## src/rtl/rr_mux_pkg.sv

```systemverilog
// Shared types for the 8-to-1 round-robin gather mux.
// Channel count, select width and output state encoding.
package rr_mux_pkg;

    localparam int N_CH  = 8;
    localparam int SEL_W = $clog2(N_CH);

    typedef logic [SEL_W-1:0] sel_t;

    typedef enum logic {
        EMPTY,
        FULL
    } mux_state_t;

endpackage

```

## src/rtl/rr_arbiter.sv

```systemverilog
// Combinational round-robin arbiter.
// Scans ptr, ptr+1, ... modulo N and grants the first requester.
module rr_arbiter
    import rr_mux_pkg::*;
#(
    parameter int N = N_CH
) (
    input  logic [N-1:0] i_req,
    input  sel_t         i_ptr,
    input  logic         i_en,
    output logic [N-1:0] o_gnt,
    output sel_t         o_gnt_idx,
    output logic         o_any_gnt
);

    sel_t w_idx;

    // First valid channel at or after the pointer wins; wrap is free
    // because N equals 2**SEL_W.
    always_comb begin
        o_gnt     = '0;
        o_gnt_idx = '0;
        o_any_gnt = 1'b0;
        w_idx     = '0;
        for (int k = 0; k < N; k++) begin
            w_idx = i_ptr + sel_t'(k);
            if (i_en && !o_any_gnt && i_req[w_idx]) begin
                o_gnt[w_idx] = 1'b1;
                o_gnt_idx    = w_idx;
                o_any_gnt    = 1'b1;
            end
        end
    end

endmodule

```

## src/rtl/rr_mux8.sv

```systemverilog
// Round-robin 8-to-1 channel mux with a single registered output.
// Output words carry their source channel on OUT_SEL.
module rr_mux8
    import rr_mux_pkg::*;
#(
    parameter int N = N_CH,
    parameter int W = 8
) (
    input  logic           CLK,
    input  logic           RESET_N,
    input  logic [N*W-1:0] IN_DATA,
    input  logic [N-1:0]   IN_VALID,
    output logic [N-1:0]   IN_READY,
    output logic [W-1:0]   OUT_DATA,
    output sel_t           OUT_SEL,
    output logic           OUT_VALID,
    input  logic           OUT_READY
);

    mux_state_t   r_state;
    logic [W-1:0] r_data;
    sel_t         r_sel;
    sel_t         r_ptr;

    logic         w_can_load;
    logic         w_en;
    logic [N-1:0] w_gnt;
    sel_t         w_gnt_idx;
    logic         w_any_gnt;

    // Load allowed when empty or the held word leaves this edge;
    // reset also blocks grants so no word is accepted while held low.
    always_comb begin
        w_can_load = (r_state == EMPTY) || OUT_READY;
        w_en       = w_can_load && RESET_N;
    end

    rr_arbiter #(
        .N(N)
    ) u_arb (
        .i_req    (IN_VALID),
        .i_ptr    (r_ptr),
        .i_en     (w_en),
        .o_gnt    (w_gnt),
        .o_gnt_idx(w_gnt_idx),
        .o_any_gnt(w_any_gnt)
    );

    // Output register, state and fairness pointer.
    always_ff @(posedge CLK or negedge RESET_N) begin
        if (!RESET_N) begin
            r_state <= EMPTY;
            r_data  <= '0;
            r_sel   <= '0;
            r_ptr   <= '0;
        end else if (w_any_gnt) begin
            r_data  <= IN_DATA[int'(w_gnt_idx)*W +: W];
            r_sel   <= w_gnt_idx;
            r_state <= FULL;
            r_ptr   <= w_gnt_idx + sel_t'(1);
        end else if (r_state == FULL && OUT_READY) begin
            r_state <= EMPTY;
        end
    end

    assign IN_READY  = w_gnt;
    assign OUT_DATA  = r_data;
    assign OUT_SEL   = r_sel;
    assign OUT_VALID = (r_state == FULL);

endmodule
```

## config.mk

```make
export PLATFORM = sky130hd
export DESIGN_NAME = rr_mux8
export DESIGN_NICKNAME = d
export VERILOG_FILES = /design/src/rtl/rr_mux_pkg.sv /design/src/rtl/rr_arbiter.sv /design/src/rtl/rr_mux8.sv
export SDC_FILE = /design/constraint.sdc
export NUM_CORES = 1
export LEC_CHECK = 0
export CAP_MARGIN = 30
export CORE_ASPECT_RATIO = 1.4
export CORE_MARGIN = 5
export CORE_UTILIZATION = 55
export DETAILED_ROUTE_END_ITERATION = 10
export DONT_BUFFER_PORTS = 1
export PLACE_DENSITY = 0.79
export SYNTH_ARGS = -nofsm -noshare
export SYNTH_HDL_FRONTEND = slang
export SYNTH_SLANG_ARGS = --single-unit
```

## constraint.sdc

```tcl
create_clock -name CLK -period 4.54 [get_ports CLK]
set_clock_uncertainty 0.2 [all_clocks]
set_input_delay 1.135 -clock CLK [delete_from_list [all_inputs] [get_ports CLK]]
set_output_delay 1.135 -clock CLK [all_outputs]
set_load 0.01 [all_outputs]
```

==> out/qor.yml <==
place:
  portBuffers: 0
  place_congestion: 0.955
  hpwl_um: 5120
  placed_cells: 304
global_routing:
  grt-ovfl-total: 0
  grt_use_met3_pct: 3.21
  met2_usage_pct: 42.9
  grt_max_degree: 30
  grt_pass1_vias: 2193
  grt_pass1_wl_um: 10200
  track_usage_pct: 22.5
  antenna_found_initial: 0
  grt_use_met1_pct: 24.9
  busiest_layer: "met2"
floorplanning:
  design.die.area_um2: 5750
  die_w_um: 65.6
  initial_utilization_pct: 56.5
  core_um2: 4200
  die_y_um: 87.8
  io_pins: 95
  rows: 28
run:
  maxCapViolations: 0
synthesis:
  syn_area_per_cell_um2: 9.50
  ys_warn_count: 0
  synthFlopType: "dfrtp_1"
  synth_top_cell_by_area: "dfrtp_1"
  synth-seq-area-share_pct: 15.8
  synth_area_leaders: "dfrtp_1 16%, mux4_1 12%, mux2i_1 12%"
  yosys-top-cells-count: "36 x nand2_1, 28 x mux2i_1, 15 x dfrtp_1"
  postSynthCellCount: 250
  synth_area_um2: 2380
  yosysMostFrequentCell: "nand2_1"
  syn-num-nets: 331
  synth_edf_count: 0
  ys_types: 57
  async_reset_ff_share_pct: 100
  synth_top_area_share_pct: 15.8
  synth_seq_cells: 15
sta:
  fin_crit_sh_pct: 98.0
  rsz0062_at_grt: "true"
  period_minus_slack_ns: 4.45
  slew-limit-headroom_pct: 61.5
  holdWs_ns: 0.359
  max_freq_ghz: 0.225
  finalHoldViolCount: 0
  finalSetupViolCount: 0
  worst_pin_slew_ns: 0.574
  maxSlewViolCount: 0
cts:
  clk_path_buf_depth: 2
  cts.htree.levels: 1
  clk_latency_ns: 0.25
  ctsHoldBuffers: 0
  root_buffer: "clkbuf_8"
  clk_pin_slew_ns: 0.06
  clock-sinks: 15
  cts_buffers: 3
  cts_tree: "built"
routing:
  num_vias: 2220
  drc: 0
  drt_first_iter_violations: 200
  drt_wl_total_um: 6600
  viasPerCell: 7.07
  first_pass_iters: 4
  antenna_left: 0
  wire_per_inst_um: 21.0
worst_hold_path:
  hold_class: "reg -> reg"
worst_setup_path:
  slowest_stage: "mux4_2"
  end_kind: "primary output"
  required_ns: 3.20
  path_cells: "mux2i_1, mux4_2, a21oi_4, nor3_1, buf_4, a222oi_1, a21boi_1, mux2i_1, buf_4"
  critPathLaunchType: "primary input"
  worstSetupPathType: "in -> out"
  cp_data_arrival_time_ns: 3.11
  critPathMaxFanout: 6
  worst_path_largest_cell_delay_ns: 0.57
cells_and_area:
  drive_gt1_share_pct: 28.3
  area_delta_synth_final_pct: 13.9
  fin_cells: 314
  final_nets: 351
  fillCellCount: 347
  diodes: 0
  postLayoutCoreUtil_pct: 64.4
run_status:
  status: "completed"
## cell type report
class | count | area, µm² | share of cell area (%)
tap | 45 | 56.3 | 2.08
timing repair buffer | 31 | 258 | 9.52
inverter | 6 | 22.5 | 0.832
clock inverter | 1 | 5.00 | 0.185
sequential | 15 | 375 | 13.9
multi-input combinational | 213 | 1950 | 72.0
clock buffer | 3 | 41.3 | 1.53
## metal layers
metal / up-vias / routed length, µm
met2: 102 / 3560
li1: 1025 / -
met1: 1079 / 2390
met4: 0 / 171
met3: 14 / 485
met5: - / 0
## sequential cells by signal (all words and copies together) (netlist names)
register	count
r_ptr	3
OUT_SEL	3
OUT_VALID	1
OUT_DATA	8
## timing repair
item	CTS	global route
pin swaps	0	5
buffers inserted	0	6
endpoints found under the setup margin	5	8
resized for setup	1	20
## cell families (layout without fill, tap and decap cells)
logic type | Yosys count | after routing | share of synthesized area [%]
AO/OA/AOI/OAI | 58 | 58 | 19.5
multiplexers | 55 | 55 | 34.4
XOR/XNOR | 4 | 4 | 1.47
AND/OR/NAND/NOR | 90 | 90 | 20.3
flip-flops | 15 | 15 | 15.8
adder cells (fa/ha/maj) | 6 | 6 | 3.16
buffers and inverters | 22 | 41 | 5.37
## through the flow
stage | worst slack (ns) | instance area, µm² | TNS, ns
finish | 0.0929 | 2710 | 0
global route | -0.0446 | 2710 | -0.0555
CTS | 0.00340 | 2600 | 0
detailed placement | 0.0173 | 2550 | 0
global placement | 0.0913 | 2550 | 0
floorplan | 0.0184 | 2380 | 0
## final timing paths
| path | slack, ns | cells past startpoint | endpoint | startpoint |
|---|---|---|---|---|
| worst max-delay path | 0.09 | 9 | IN_READY[7] | IN_VALID[3] |
| worst min-delay path | 0.36 | 2 | OUT_SEL[0] | OUT_SEL[0] |
| worst max register to register | 0.68 | 14 | OUT_DATA[0] | r_ptr[0] |
| worst min register to register | 0.36 | 2 | OUT_SEL[0] | OUT_SEL[0] |
| max in group asynchronous | 3.70 | 0 | OUT_VALID | RESET_N |
| min in group asynchronous | 0.37 | 0 | OUT_DATA[7] | RESET_N |
## critical path, delay by kind of cell
| kind | cells | cell delay [ns] |
|---|---|---|
| buffers and inverters | 2 | 0.31 |
| AOI/OAI and AO/OA | 3 | 0.79 |
| and+or+nand+nor | 1 | 0.11 |
| muxes | 3 | 0.77 |
## cell usage in the layout, fill, tap and decap left out, types with 4 or more instances in the layout
master    Yosys  routed
a21oi_1       5       5
a222oi_1      4       4
a22oi_1       4       4
a32o_1        8       8
buf_4         2      29
dfrtp_1      15      15
ha_1          6       5
inv_1         6       5
mux2_2       10       8
mux2i_1      28      28
mux4_1       11       9
mux4_2        5       7
nand2_1      36      35
nand3_1      10      10
nand3b_1      8       8
nor2_1        8       7
nor3_2        2       4
o21ai_0      11       9
o22ai_1       4       4
Power is not shown: default switching activity piles up to over one toggle a cycle in this logic, so the estimate is an artifact.
